**config.mk**
```make
export PLATFORM = sky130hd
export DESIGN_NAME = door
export DESIGN_NICKNAME = d
export VERILOG_FILES = /design/src/rtl/door.sv
export SDC_FILE = /design/constraint.sdc
export NUM_CORES = 1
export LEC_CHECK = 0
export ABC_AREA = 1
export BUFFER_PORTS_ARGS = -buffer_cell sky130_fd_sc_hd__buf_2
export CAP_MARGIN = 20
export CORE_AREA = 2 2 39 41
export DETAILED_ROUTE_END_ITERATION = 16
export DIE_AREA = 0 0 41 43
export GPL_TIMING_DRIVEN = 0
export PLACE_DENSITY = 0.32
export SYNTH_ARGS = -nofsm -noshare
export SYNTH_HDL_FRONTEND = slang
export SYNTH_SLANG_ARGS = --single-unit
```
**constraint.sdc**
```tcl
create_clock -name CLK -period 3.6 [get_ports CLK]
set_clock_uncertainty 0.1 [all_clocks]
set_input_delay 0.9 -clock CLK [delete_from_list [all_inputs] [get_ports CLK]]
set_output_delay 0.9 -clock CLK [all_outputs]
set_load 0.03 [all_outputs]
```
**src/rtl/door.sv**
```systemverilog
// Garage-door motor controller: three-state Moore FSM driving up/down motor enables (optional DOOR_REVERSE_EN).
// Latency: one CLK edge from Activate/limit/RST sample to motor outputs; outputs decoded from registered state.
// Backpressure: none; inputs are sampled every cycle and motor enables are glitch-free registered decodes.
module door (
  input  logic CLK,
  input  logic RST,
  input  logic Activate,
  input  logic UP_Max,
  input  logic DN_Max,
  output logic UP_M,
  output logic DN_M
);

  typedef enum logic [1:0] {
    IDLE  = 2'b00,
    MV_UP = 2'b01,
    MV_DN = 2'b10
  } state_t;

  state_t state_q;
  state_t state_d;

`ifdef DOOR_REVERSE_EN
  logic act_q;
  logic act_rise;

  // Remember last-cycle Activate so a fresh press can be told apart from a held button
  always_ff @(posedge CLK) begin
    if (!RST) begin
      act_q <= 1'b0;
    end else begin
      act_q <= Activate;
    end
  end

  assign act_rise = Activate & ~act_q;
`endif

  // State register with synchronous active-low reset
  always_ff @(posedge CLK) begin
    if (!RST) begin
      state_q <= IDLE;
    end else begin
      state_q <= state_d;
    end
  end

  // Next-state logic; limit switches always win over the button while moving
  always_comb begin
    state_d = state_q;
    case (state_q)
      MV_UP: begin
        if (UP_Max) begin
          state_d = IDLE;
        end
`ifdef DOOR_REVERSE_EN
        else if (act_rise) begin
          state_d = MV_DN;
        end
`endif
      end
      MV_DN: begin
        if (DN_Max) begin
          state_d = IDLE;
        end
`ifdef DOOR_REVERSE_EN
        else if (act_rise) begin
          state_d = MV_UP;
        end
`endif
      end
      default: begin
        // IDLE and the unused code: a part-open or closed door opens, a fully
        // open door closes, and both limits active at once is a sensor fault.
        state_d = IDLE;
        if (Activate) begin
          if (!UP_Max) begin
            state_d = MV_UP;
          end else if (!DN_Max) begin
            state_d = MV_DN;
          end
        end
      end
    endcase
  end

  // Motor enables decoded purely from registered state, so they cannot glitch
  always_comb begin
    UP_M = 1'b0;
    DN_M = 1'b0;
    case (state_q)
      MV_UP:   UP_M = 1'b1;
      MV_DN:   DN_M = 1'b1;
      default: begin
        UP_M = 1'b0;
        DN_M = 1'b0;
      end
    endcase
  end

endmodule

```
Yosys cells after proc, flatten, opt, wreduce, memory -nomap -nowiden

Cells that the tools add are included.

Equality and inequality tests: 4
Multiplexer cells: 8
Reductions and logical operators: 1

Operators with widths:

| cell               | count |
|---|---|
| $mux 2             | 5 |
| $ne 2x2->1 const B | 2 |
| $pmux 2 s2         | 1 |
| $eq 2x1->1 const B | 1 |
| $eq 2x2->1 const B | 1 |
| $mux 1             | 2 |
| $reduce_and 2->1   | 1 |

Bits in registers: 2
Input port bits: 5
Output and inout bits: 2
Word-level logic and storage cells: 14

Longest topological paths before layout

Word-level depth: 4
Gate-level depth with buffers: 7
Mapped depth without buffers: 7

Worst setup path before layout

No wires, ideal clock.

Path kind: reg-to-output
Start: register state_q[0]
End: output DN_M
Arrival: 800 ps
Data required time: 2,600 ps
Slack: 1,800 ps
Stages on the path, launching flop included: 3
Buffers on the path: 0
Path through: dfxtp_1 -> bufinv_8 -> ha_1

Cells in the longest elaborated chain, start to end: 2

RTL lines:

| element                | RTL line | text |
|---|---|---|
| start, declared        | 20       | `state_t state_q;` |
| start signal, assigned | 44       | `state_q <= state_d;` |
| $eq 2x2->1             | 91       | `case (state_q)` |
| $mux 1                 | 91       |  |
| end, declared          | 11       | `output logic DN_M` |

Every way passes these cells.

Worst setup path in the final report

Same ends and word-level chain as after synthesis.

==> results.sh <==
export IMPL_timing_final_max_slew_violations=0
export IMPL_path_class="reg2out"
export IMPL_initial_core_util_pct=12.4
export IMPL_numCtsBuffers=3
export IMPL_firstDrtPassIters=2
export IMPL_cts_buffer_depth=2
export IMPL_critPathMaxFanout=2
export IMPL_timing_final_crit_share_pct=59.3
export IMPL_grt_pass1_wl_microns=579
export IMPL_synth_fa_ha_area_share_pct=14.6
export IMPL_avgSynthCellArea_sq_um=7.45
export IMPL_cts_hold_buffers=0
export IMPL_end_kind="output port"
export IMPL_reg_largest_list="state_q x2"
export IMPL_io_pins=7
export IMPL_grt_antenna_before_repair=0
export IMPL_synth_cell_type_count=8
export IMPL_globalplace_congestion=0.576
export IMPL_pwr_share_comb_pct=26.9
export IMPL_max_slew_margin_rel_pct=89.6
export IMPL_drive_above_1_share_pct=46.9
export IMPL_cap_viol_max_count=0
export IMPL_largest_register="state_q"
export IMPL_core_area_sq_um=1380
export IMPL_drcViolationCount=0
export IMPL_hold_viol_final=0
export IMPL_setup_violations=0
export IMPL_cts_clk_slew_worst_paths_ns=0.03
export IMPL_cp_required_ns=2.60
export IMPL_drt_iter0_drc=2
export IMPL_worst_setup_path_start_kind="flop"
export IMPL_synthSimpleGateAreaFrac_pct=37.2
export IMPL_synth_compound_area_share_pct=0
export IMPL_area_growth_pct=42.3
export IMPL_finalNetCount=41
export IMPL_tightest_slew_ns=0.157
export IMPL_cts_root_buf="clkbuf_4"
export IMPL_dp_cells=45
export IMPL_grt_max_degree=5
export IMPL_cts_sinks=2
export IMPL_peakVddDrop_mv=0.153
export IMPL_diodes=0
export IMPL_htreeDepth=1
export IMPL_period_minus_slack_ns=2.13
export IMPL_power_leakage_nw=0.131
export IMPL_top_layer_used="met3"
export IMPL_clk_latency_ns=0.22
export IMPL_via_count=146
export IMPL_synth_seq_area_share_pct=23.4
export IMPL_route_met3_wl_microns=40
export IMPL_rows=14
export IMPL_largest_reg_flops=2
export IMPL_clkPwrFrac_pct=48.3
export IMPL_antenna_left=0
export IMPL_cts_resized=0
export IMPL_grt_util_all_layers_pct=5.40
export IMPL_rsz0062_at_grt="no"
export IMPL_fin_cells=48
export IMPL_power_density_nw_per_um2=419
export IMPL_max_freq_mhz=469
export IMPL_syn_inst=23
export IMPL_route_met2_wl_microns=129
export IMPL_postCtsSetupRepairBufs=0
export IMPL_vias_per_cell=3.04
export IMPL_die_x_microns=41
export IMPL_cts_tree="done"
export IMPL_m1WireLength_microns=165
export IMPL_hpwl_microns=273
export IMPL_p_switching_mw=0.0273
export IMPL_status="complete, no violations"
export IMPL_setup_tns_ns=0
export IMPL_overflow=0
export IMPL_die_area_sq_um=1760
export IMPL_synthMuxAreaShare_pct=0
export IMPL_die_height_microns=43
export IMPL_yosys_warnings=0
export IMPL_power_internal_mw=0.0750
export IMPL_synth_seq_cells=2
export IMPL_grt_pass1_vias=167
export IMPL_holdCritPathClass="reg2reg"
export IMPL_synth_top_family_by_area="simple AND/OR/NAND/NOR gates"
export IMPL_synth_xor_area_share_pct=0
export IMPL_routedWlPerCell_microns=7.00
export IMPL_critical_path_arrival_ns=1.13
export IMPL_syn_cell_area_sq_um=171
export IMPL_switching_share_pct=26.7
export IMPL_drt_total_wl_microns=336
export IMPL_p_seq_share_pct=24.9
export IMPL_port_buffers=6
export IMPL_synth_fp_nets=30
[through the flow]
step / power, mW / cell area [sq um] / utilization, % / hold WS [ns] / worst slack [ns]
floorplan: 0.0471 / 171 / - / 0.517 / 1.80
global placement: 0.0532 / 221 / 16.0 / 0.553 / 1.70
detailed placement: 0.0535 / 221 / 16.0 / 0.549 / 1.69
CTS: 0.106 / 244 / 17.6 / 0.553 / 1.45
global route: 0.112 / 244 / 17.6 / 0.574 / 1.42
finish: 0.102 / 244 / 17.6 / 0.547 / 1.47
[per-layer routing]
metal | vias up | GRT usage [%]
li1 | 86 | -
met1 | 53 | 5.71
met2 | 7 | 6.56
met3 | 0 | 3.14
met4 | 0 | 6.00
met5 | - | 0
[synth_stat cells]
master	number	area, sq um
nand2_1	6	22.5
nor2_1	6	22.5
nand2_2	3	18.8
bufinv_8	2	35.0
dfxtp_1	2	40.0
ha_1	2	25.0
inv_1	1	3.75
inv_2	1	3.75
[layout make-up]
class / count / area (sq um)
clock buffer: 3 / 22.5
fill: 161 / 1140
inverter: 4 / 42.5
multi-input combinational: 17 / 88.8
sequential: 2 / 40.0
tap: 16 / 20.0
timing repair buffer: 6 / 30.0
[critical path, stage by stage, from the launching register on]
cell      delay [ns]
dfxtp_1         0.33
bufinv_8        0.18
ha_1            0.21
buf_2           0.18
[layout by cell type (no fill, tap or decap)]
master / count
nand2_1: 6
nor2_1: 6
buf_2: 6
nand2_2: 3
clkbuf_4: 3
bufinv_8: 2
ha_1: 2
dfxtp_1: 2
inv_2: 1
inv_1: 1
[power groups by stage]
stage	clock network, mW	registers (mW)	logic (mW)
floorplan	0	0.0253	0.0218
global route	0.0557	0.0257	0.0307
finish	0.0494	0.0254	0.0275
CTS	0.0530	0.0255	0.0278
global placement	0	0.0258	0.0273
detailed placement	0	0.0258	0.0277
[cells by family after synthesis]
group / Yosys count
flip-flops: 2
buffers and inverters: 4
AND/OR/NAND/NOR: 15
adder cells (fa/ha/maj): 2
[final timing paths]
check,start,endpoint,slack [ns],depth (start not counted)
hold / removal,state_q[1],state_q[1],0.55,4
hold reg to reg,state_q[1],state_q[1],0.55,4
setup / recovery,state_q[0],DN_M,1.47,3
setup reg to reg,state_q[0],state_q[0],2.31,6
Power figures use the tool's default switching activity.
